`config.mk`:
```
export PLATFORM = sky130hd
export DESIGN_NAME = corelet_ctrl
export DESIGN_NICKNAME = d
export VERILOG_FILES = /design/src/rtl/corelet_ctrl.sv
export SDC_FILE = /design/constraint.sdc
export NUM_CORES = 1
export LEC_CHECK = 0
export ABC_AREA = 1
export BUFFER_PORTS_ARGS = -buffer_cell sky130_fd_sc_hd__clkbuf_2
export CAP_MARGIN = 20
export CORE_MARGIN = 2
export CORE_UTILIZATION = 47
export DETAILED_ROUTE_END_ITERATION = 10
export GPL_TIMING_DRIVEN = 1
export PLACE_DENSITY = 0.67
export SLEW_MARGIN = 20
export SYNTH_ARGS = -nofsm -noshare
export SYNTH_HDL_FRONTEND = slang
export SYNTH_SLANG_ARGS = --single-unit
```
`constraint.sdc`:
```
create_clock -name clk -period 7.3 [get_ports clk]
set_clock_uncertainty 0.2 [all_clocks]
set_input_delay 1.46 -clock clk [delete_from_list [all_inputs] [get_ports clk]]
set_output_delay 1.46 -clock clk [all_outputs]
set_load 0.05 [all_outputs]
```
`src/rtl/corelet_ctrl.sv`:
```
// corelet_ctrl: per-tile instruction sequencer (kernel load, activation stream, OFIFO drain).
// Define CORELET_CTRL_ACC_EN to add the pmem accumulate pass (state ACC) after DRAIN.
module corelet_ctrl #(
  parameter int row     = 8,
  parameter int col     = 8,
  parameter int addr_bw = 11,
  parameter int X_BASE  = 0,
  parameter int W_BASE  = 1024,
  parameter int P_BASE  = 0
) (
  input  logic               clk,
  input  logic               reset,
  input  logic               start,
  input  logic [addr_bw-1:0] num_x,
  input  logic               L0_full,
  input  logic               ofifo_valid,
  output logic [33:0]        inst,
  output logic               busy,
  output logic               done
);
  localparam logic [33:0]        INST_IDLE = 34'h1_800C_0000;
  localparam logic [addr_bw-1:0] ONE       = addr_bw'(1);
  localparam logic [addr_bw-1:0] COL_C     = addr_bw'(col);
  localparam logic [addr_bw-1:0] RC_C      = addr_bw'(row + col);
  localparam logic [addr_bw-1:0] X_B       = addr_bw'(X_BASE);
  localparam logic [addr_bw-1:0] W_B       = addr_bw'(W_BASE);
  localparam logic [addr_bw-1:0] P_B       = addr_bw'(P_BASE);

  typedef enum logic [3:0] {
    S_IDLE, S_WLOAD, S_WKERN, S_WPAUSE, S_XLOAD, S_XEXEC, S_DRAIN,
`ifdef CORELET_CTRL_ACC_EN
    S_ACC,
`endif
    S_DONE
  } state_t;

  state_t             state_q, state_d;
  logic [addr_bw-1:0] numx_q, numx_d;
  logic [addr_bw-1:0] k_q, k_d;     // requests issued in the current phase
  logic [addr_bw-1:0] n_q, n_d;     // completions / cycles elapsed in the current phase
  logic               pend_q, pend_d;
  logic [33:0]        inst_q, inst_d;
  logic               busy_q, busy_d, done_q, done_d;

  logic [addr_bw-1:0] tgt, xbase, a_x, a_p;
  logic               last;
  logic               f_acc, cen_p, wen_p, cen_x;
  logic               ofifo_rd, l0_rd, l0_wr, execute, load;

  always_comb begin
    state_d = state_q;
    numx_d  = numx_q;
    k_d     = k_q;
    n_d     = n_q;
    pend_d  = 1'b0;
    done_d  = 1'b0;
    f_acc = 1'b0; cen_p = 1'b1; wen_p = 1'b1; a_p = '0;
    cen_x = 1'b1; a_x = '0;
    ofifo_rd = 1'b0; l0_rd = 1'b0; l0_wr = 1'b0; execute = 1'b0; load = 1'b0;
    case (state_q)
      S_WLOAD, S_WKERN: tgt = COL_C;
      S_WPAUSE:         tgt = RC_C;
      default:          tgt = numx_q;
    endcase
    xbase = (state_q == S_WLOAD) ? W_B : X_B;
    last  = (n_q == tgt - ONE);

    case (state_q)
      S_IDLE: begin
        if (start) begin
          numx_d  = num_x;
          k_d     = '0;
          n_d     = '0;
          state_d = S_WLOAD;
        end
      end
      S_WLOAD, S_XLOAD: begin
        a_x = xbase + k_q;
        if (k_q != tgt && !L0_full) begin
          cen_x  = 1'b0;
          k_d    = k_q + ONE;
          pend_d = 1'b1;
        end
        // a read issued last cycle always lands, even if L0 is now full
        if (pend_q) begin
          l0_wr = 1'b1;
          n_d   = n_q + ONE;
          if (last) begin
            k_d     = '0;
            n_d     = '0;
            state_d = (state_q == S_WLOAD) ? S_WKERN : S_XEXEC;
          end
        end
      end
      S_WKERN: begin
        l0_rd = 1'b1;
        load  = 1'b1;
        n_d   = n_q + ONE;
        if (last) begin
          n_d     = '0;
          state_d = S_WPAUSE;
        end
      end
      S_WPAUSE: begin
        n_d = n_q + ONE;
        if (last) begin
          n_d     = '0;
          state_d = (numx_q == '0) ? S_DONE : S_XLOAD;
        end
      end
      S_XEXEC: begin
        l0_rd   = 1'b1;
        execute = 1'b1;
        n_d     = n_q + ONE;
        if (last) begin
          n_d     = '0;
          state_d = S_DRAIN;
        end
      end
      S_DRAIN: begin
        if (k_q != numx_q && ofifo_valid) begin
          ofifo_rd = 1'b1;
          k_d      = k_q + ONE;
          pend_d   = 1'b1;
        end
        if (pend_q) begin
          cen_p = 1'b0;
          wen_p = 1'b0;
          a_p   = P_B + n_q;
          n_d   = n_q + ONE;
          if (last) begin
            k_d = '0;
            n_d = '0;
`ifdef CORELET_CTRL_ACC_EN
            state_d = S_ACC;
`else
            state_d = S_DONE;
`endif
          end
        end
      end
`ifdef CORELET_CTRL_ACC_EN
      S_ACC: begin
        if (k_q != numx_q) begin
          cen_p  = 1'b0;
          a_p    = P_B + k_q;
          k_d    = k_q + ONE;
          pend_d = 1'b1;
        end
        if (pend_q) begin
          f_acc = 1'b1;
          n_d   = n_q + ONE;
          if (last) begin
            k_d     = '0;
            n_d     = '0;
            state_d = S_DONE;
          end
        end
      end
`endif
      S_DONE: begin
        done_d  = 1'b1;
        state_d = S_IDLE;
      end
      default: state_d = S_IDLE;
    endcase

    inst_d = {f_acc, cen_p, wen_p, 11'(a_p), cen_x, 1'b1, 11'(a_x),
              ofifo_rd, 1'b0, 1'b0, l0_rd, l0_wr, execute, load};
    // keep busy through the DONE cycle so it drops together with done
    busy_d = (state_q != S_IDLE) || (state_d != S_IDLE);
  end

  always_ff @(posedge clk) begin
    if (reset) begin
      state_q <= S_IDLE;
      numx_q  <= '0;
      k_q     <= '0;
      n_q     <= '0;
      pend_q  <= 1'b0;
      inst_q  <= INST_IDLE;
      busy_q  <= 1'b0;
      done_q  <= 1'b0;
    end else begin
      state_q <= state_d;
      numx_q  <= numx_d;
      k_q     <= k_d;
      n_q     <= n_d;
      pend_q  <= pend_d;
      inst_q  <= inst_d;
      busy_q  <= busy_d;
      done_q  <= done_d;
    end
  end

  assign inst = inst_q;
  assign busy = busy_q;
  assign done = done_q;
endmodule

```
### Word-level counts from Yosys, hierarchy flattened

Index checks and enable logic that the tools add are counted.

| storage, ports and cells | value |
|---|---|
| register bits after elaboration | 73 |
| memories | 0 |
| bits in latches | 0 |
| bits of input ports | 16 |
| output and inout port bits | 36 |
| word-level logic and storage cells | 87 |
| memory bits (writable) | 0 |
| memory bits (read-only) | 0 |

| operators by class | value |
|---|---|
| shifts and indexed selects | 0 |
| add/sub/neg operators | 4 |
| $lt $le $gt $ge | 0 |
| $mul | 0 |
| bitwise logic cells | 3 |
| divide/modulo/power cells | 0 |
| mux-type cells | 35 |
| equal/unequal tests | 12 |
| reduce and logical (&&, ||, !) cells | 21 |

Operator list:

| kind | count |
|---|---|
| 11-bit two-way mux | 10 |
| 11-bit case mux with 3 select lines | 2 |
| 4-bit two-way mux | 8 |
| 4-bit case mux with 6 select lines | 1 |
| 11-bit by 1-bit adder with 11-bit output, second input constant | 2 |
| 11-bit inequality test | 2 |
| 11-bit case mux with 2 select lines | 1 |
| 4-bit by 3-bit equality test with 1-bit output, second input constant | 4 |
| 11-bit adder | 1 |
| 11-bit equality test | 1 |
| 11-bit zero test | 1 |
| 11-bit by 1-bit subtractor with 11-bit output, second input constant | 1 |
| 1-bit two-way mux | 10 |
| 2-bit OR reduction | 5 |
| 3-bit OR reduction | 3 |
| 4-bit by 2-bit equality test with 1-bit output, second input constant | 2 |
| 4-bit nonzero test | 2 |
| 3-bit nonzero test | 2 |
| 4-bit by 1-bit equality test with 1-bit output, second input constant | 1 |
| 4-bit zero test | 1 |
| 2-bit AND reduction | 2 |
| 3-bit two-way mux | 1 |
| 1-bit inverter | 3 |
| 3-bit AND reduction | 1 |
| other kinds (7) | 8 |

### Depth between registers and ports, before layout

| logic depth | value |
|---|---|
| word-level depth | 10 |
| gate-level depth with buffers | 20 |
| depth with buffers taken out | 19 |

### Worst setup path before layout

No wires, ideal clock.

| path | value |
|---|---|
| path kind | register -> output |
| start point | reg inst[31] (netlist name) |
| end point | out inst[32] |
| required time | 5.640 ns |
| data arrival time | 0.894 ns |
| stages on the path, launching flop included | 2 |
| buffers on the path | 1 |
| setup slack | 4.746 ns |
| cells stage by stage | dfxtp_1 -> buf_4 |

RTL lines:

| what | RTL line | RTL |
|---|---|---|
| end: declaration | 17 | `output logic [33:0] inst,` |

### Final worst setup path

| path | value |
|---|---|
| start point | reg state_q[1] |
| end point | reg k_q[9] |

| on the way | value |
|---|---|
| longest elaborated chain between the ends | 9 |
| elaborated cells on any way between the ends | 22 |
| those cells by class | add/sub: 1; eq/ne: 8; mux: 7; reduce/logical: 6 |

Ends and longest elaborated chain:

| what | RTL line | RTL |
|---|---|---|
| start: declaration | 37 | `state_t state_q, state_d;` |
| start signal: assignment | 185 | `state_q <= state_d;` |
| branches (longest 9 deep; another with 11-bit by 1-bit subtractor with 11-bit output) | n/a |  |
| end signal: assignment | 187 | `k_q <= k_d;` |
| end: declaration | 39 | `logic [addr_bw-1:0] k_q, k_d;` |

Parallel ways; which one is timed is not known.
A chain may end at the register's enable or synchronous reset.

==> key figures <==
Run status
  • Status: finished, final reports clean

STA
  • Max-slew headroom: 38.85%
  • Least-Margin Pin Slew: 0.9133 ns
  • Setup TNS: 0 ns
  • Fin. Hold Viols: 0
  • Final worst slack: 4.341 ns
  • Max Transition Viols Final: 0
  • Final setup fails: 0
  • Fin crit period: 2.959 ns
  • Period utilisation layout: 40.53%
  • Fmax: 0.3380 GHz
  • RSZ-0062 raised after global routing: no

Cells and area
  • Non-filler instance count after layout: 751
  • Post-layout instance area: 4474 sq um
  • Net count reported at finish: 660
  • # diodes: 0
  • Layout cells sized above 1: 14.86%
  • Area Growth Syn to Fin: 10.34%
  • Commonest non-fill, non-tap cell in the layout: nand2_1
  • Most frequent cells in the layout: nand2_1, dfxtp_1, inv_1, nand3_1, nor2_1

Placement
  • Routability cong.: 0.9265
  • Worst slack, placed: 4.072 ns
  • DP Wirelength: 8086 um
  • Placed cell areas: 4282 sq um
  • Placed Cells: 735
  • PortBufs: 47

Power and ir drop
  • Sw Share: 29.83%
  • Leakage power: 2.056 nW
  • Internal power: 0.5901 mW
  • Psw: 0.2508 mW
  • Combinational share of power: 16.4%
  • Sequential share of power: 46.4%
  • IR drop worst, VDD: 120.1 uV
  • Pwr Total: 0.8409 mW
  • Power density of the placed cells: 187.9 nW/um^2
  • Clock Power Share: 37.2%

Clocking
  • Postcts setup bufs: 0
  • Clock Latency Late Sink: 0.35 ns
  • CTS tree: done
  • Clock sink count: 69
  • Number of gates resized after CTS: 0
  • Number of buffers created by CTS: 9
  • Post-CTS Hold Buffers: 0
  • Clock Pin Slew Worst Setup and Hold Paths: 0.08 ns
  • Clock Path Buffers: 2
  • H-tree level count: 3
  • Clock Tree Root: clkbuf_8

Die
  • Die area: 9387 sq um
  • Row cnt: 33
  • I/O pins: 52
  • Core box area: 8299 sq um
  • Die Span X: 96.89 um
  • Die Y: 96.89 um
  • Initial core utilization: 48.86%

Synth
  • Synthesized area: 4055 sq um
  • Sequential fraction of the synthesis area: 34.06%
  • Synth Warn #: 0
  • Synth area leaders: dfxtp_1, nand2_1, nand3_1
  • Yosys reg bits: 69
  • Synthesized instance count: 609
  • Top cell type's share of synthesized area: 34.06%
  • Synthesized area per cell: 6.659 sq um
  • Dominant cell type by area after synthesis: dfxtp_1
  • Synth unique cells: 38

Setup path
  • WS Path Type: reg -> reg
  • CP most frequent cell: nand2_1
  • Largest fanout on the critical path: 19
  • Reg2reg setup slack: 4.34 ns
  • Crit path max-delay family: simple AND/OR/NAND/NOR gates
  • Crit path buffers/inverters: 1
  • R2R Path Start: state_q[1]
  • Critical path's slowest cell: nand2_1
  • Crit start category: flip-flop
  • Slowest cell delay on critical path: 0.47 ns
  • Crit path DAT: 2.96 ns
  • R2r endpoint: k_q[9]
  • Worst R2R Path Depth: 14
  • Critical Path RT: 7.30 ns
  • Crit. End Element: flip-flop
  • CP Cell Sequence: inv_2, nand2_4, nand2_4, nand2_1, xor2_1, nand4_1, nor2_1, nand2_1, nand2_1, nand2_1, nand3_1, nand2_1, nand2_1, a21oi_1

Route
  • DR WL/cell: 14.51 um
  • Max Used Layer: met4
  • Residual DRC: 0
  • Via Count: 4034
  • Post-DRT Antenna Nets: 0
  • Vias per cell: 5.372
  • Met3 WL: 799 um
  • Met1 WL: 5116 um
  • TritonRoute pass-1 iters: 5
  • Met2 wire length: 4748 um
  • Starting DRT DRC Count: 270
  • Routed WL: 10900 um

Min path
  • Hold path endpoint: n_q[10]
  • Hold_sp: n_q[10]
  • Hold depth: 2
  • Path category of the worst min-delay check: reg -> reg

Global route
  • GRT Residual Overflow: 0
  • All-layer global routing usage: 23.40%
  • Initial antenna violation count: 0
  • Vias in the first global route: 3651
  • First-pass GRT wire length: 17980 um
  • Largest net degree at the start of global routing: 30

Job
  • Max Cap Viol: 0
-- synthesized netlist by cell type, drive strengths merged --
cell type,instances
a2bb2oi,1
nand2,152
clkbuf,15
or3,1
nor4,8
clkinv,3
nor2,68
nor3,8
nand3,65
o21bai,1
inv,72
a22oi,1
o211ai,7
dfxtp,69
ha,3
o21ai,26
a31oi,1
conb,2
o22ai,1
a21oi,45
nand4,16
buf,14
xor2,28
nand3b,2
-- cell type report --
| type | instances | area [sq um] |
|---|---|---|
| Inverter | 75 | 284.0 |
| Tap cell | 105 | 131.4 |
| Fill cell | 834 | 3825 |
| Multi-Input combinational cell | 439 | 2250 |
| Clock buffer | 12 | 145.1 |
| Timing Repair Buffer | 47 | 235.2 |
| Sequential cell | 69 | 1381 |
| Clock inverter | 4 | 47.55 |
-- stage by stage --
stage	utilization (%)	hold slack, ns
2_1_floorplan	-	0.2585
3_3_place_gp	51.59	0.2727
3_5_place_dp	51.59	0.2813
4_1_cts	53.91	0.2929
5_1_grt	53.91	0.3198
6_report	53.91	0.2877
-- layer usage --
metal / global-route usage [%] / vias to the layer above
li1: - / 2027
met2: 35.58 / 155
met4: 8.776 / 0
met3: 5.275 / 20
met1: 32.34 / 1832
met5: 0 / -
-- power by group through the flow --
stage          Sequential, mW  Clock, mW  Combinational [mW]
6_report                0.390      0.313               0.138
5_1_grt                 0.391      0.332               0.157
4_1_cts                 0.390      0.316               0.136
3_5_place_dp            0.399          0               0.135
3_3_place_gp            0.398          0               0.133
2_1_floorplan           0.397          0               0.111
-- how the worst max path moves through the flow --
stage	depth (start not counted)	endpoint	from
2_1_floorplan	1	inst[32]	inst[31]
3_3_place_gp	4	inst[17]	reset
3_5_place_dp	4	inst[9]	reset
4_1_cts	16	state_q[0]	state_q[3]
5_1_grt	17	k_q[8]	state_q[1]
6_report	14	k_q[9]	state_q[1]
-- kinds of logic (layout without fill, tap and decap cells) --
group           Yosys count  after routing  synth area share, %
flops                    69             69                34.06
buf+inv                 104            138                10.74
other cells               2              5               0.1852
fa+ha+maj                 3              3               0.9257
simple gates            320            320                36.72
compound gates           83             83                11.14
xor+xnor                 28             28                6.233
-- tightest hold or removal path, stage by stage (launching register included) --
cell and delay (ns):
dfxtp_1 0.33, nand2_1 0.06, a21oi_1 0.05
-- flip-flops by register name, indices dropped and copies added, names as in the netlist --
name     cells
state_q      4
inst        29
n_q         11
done         1
numx_q      11
k_q         11
pend_q       1
busy         1
(Power assumes the default switching activity.)
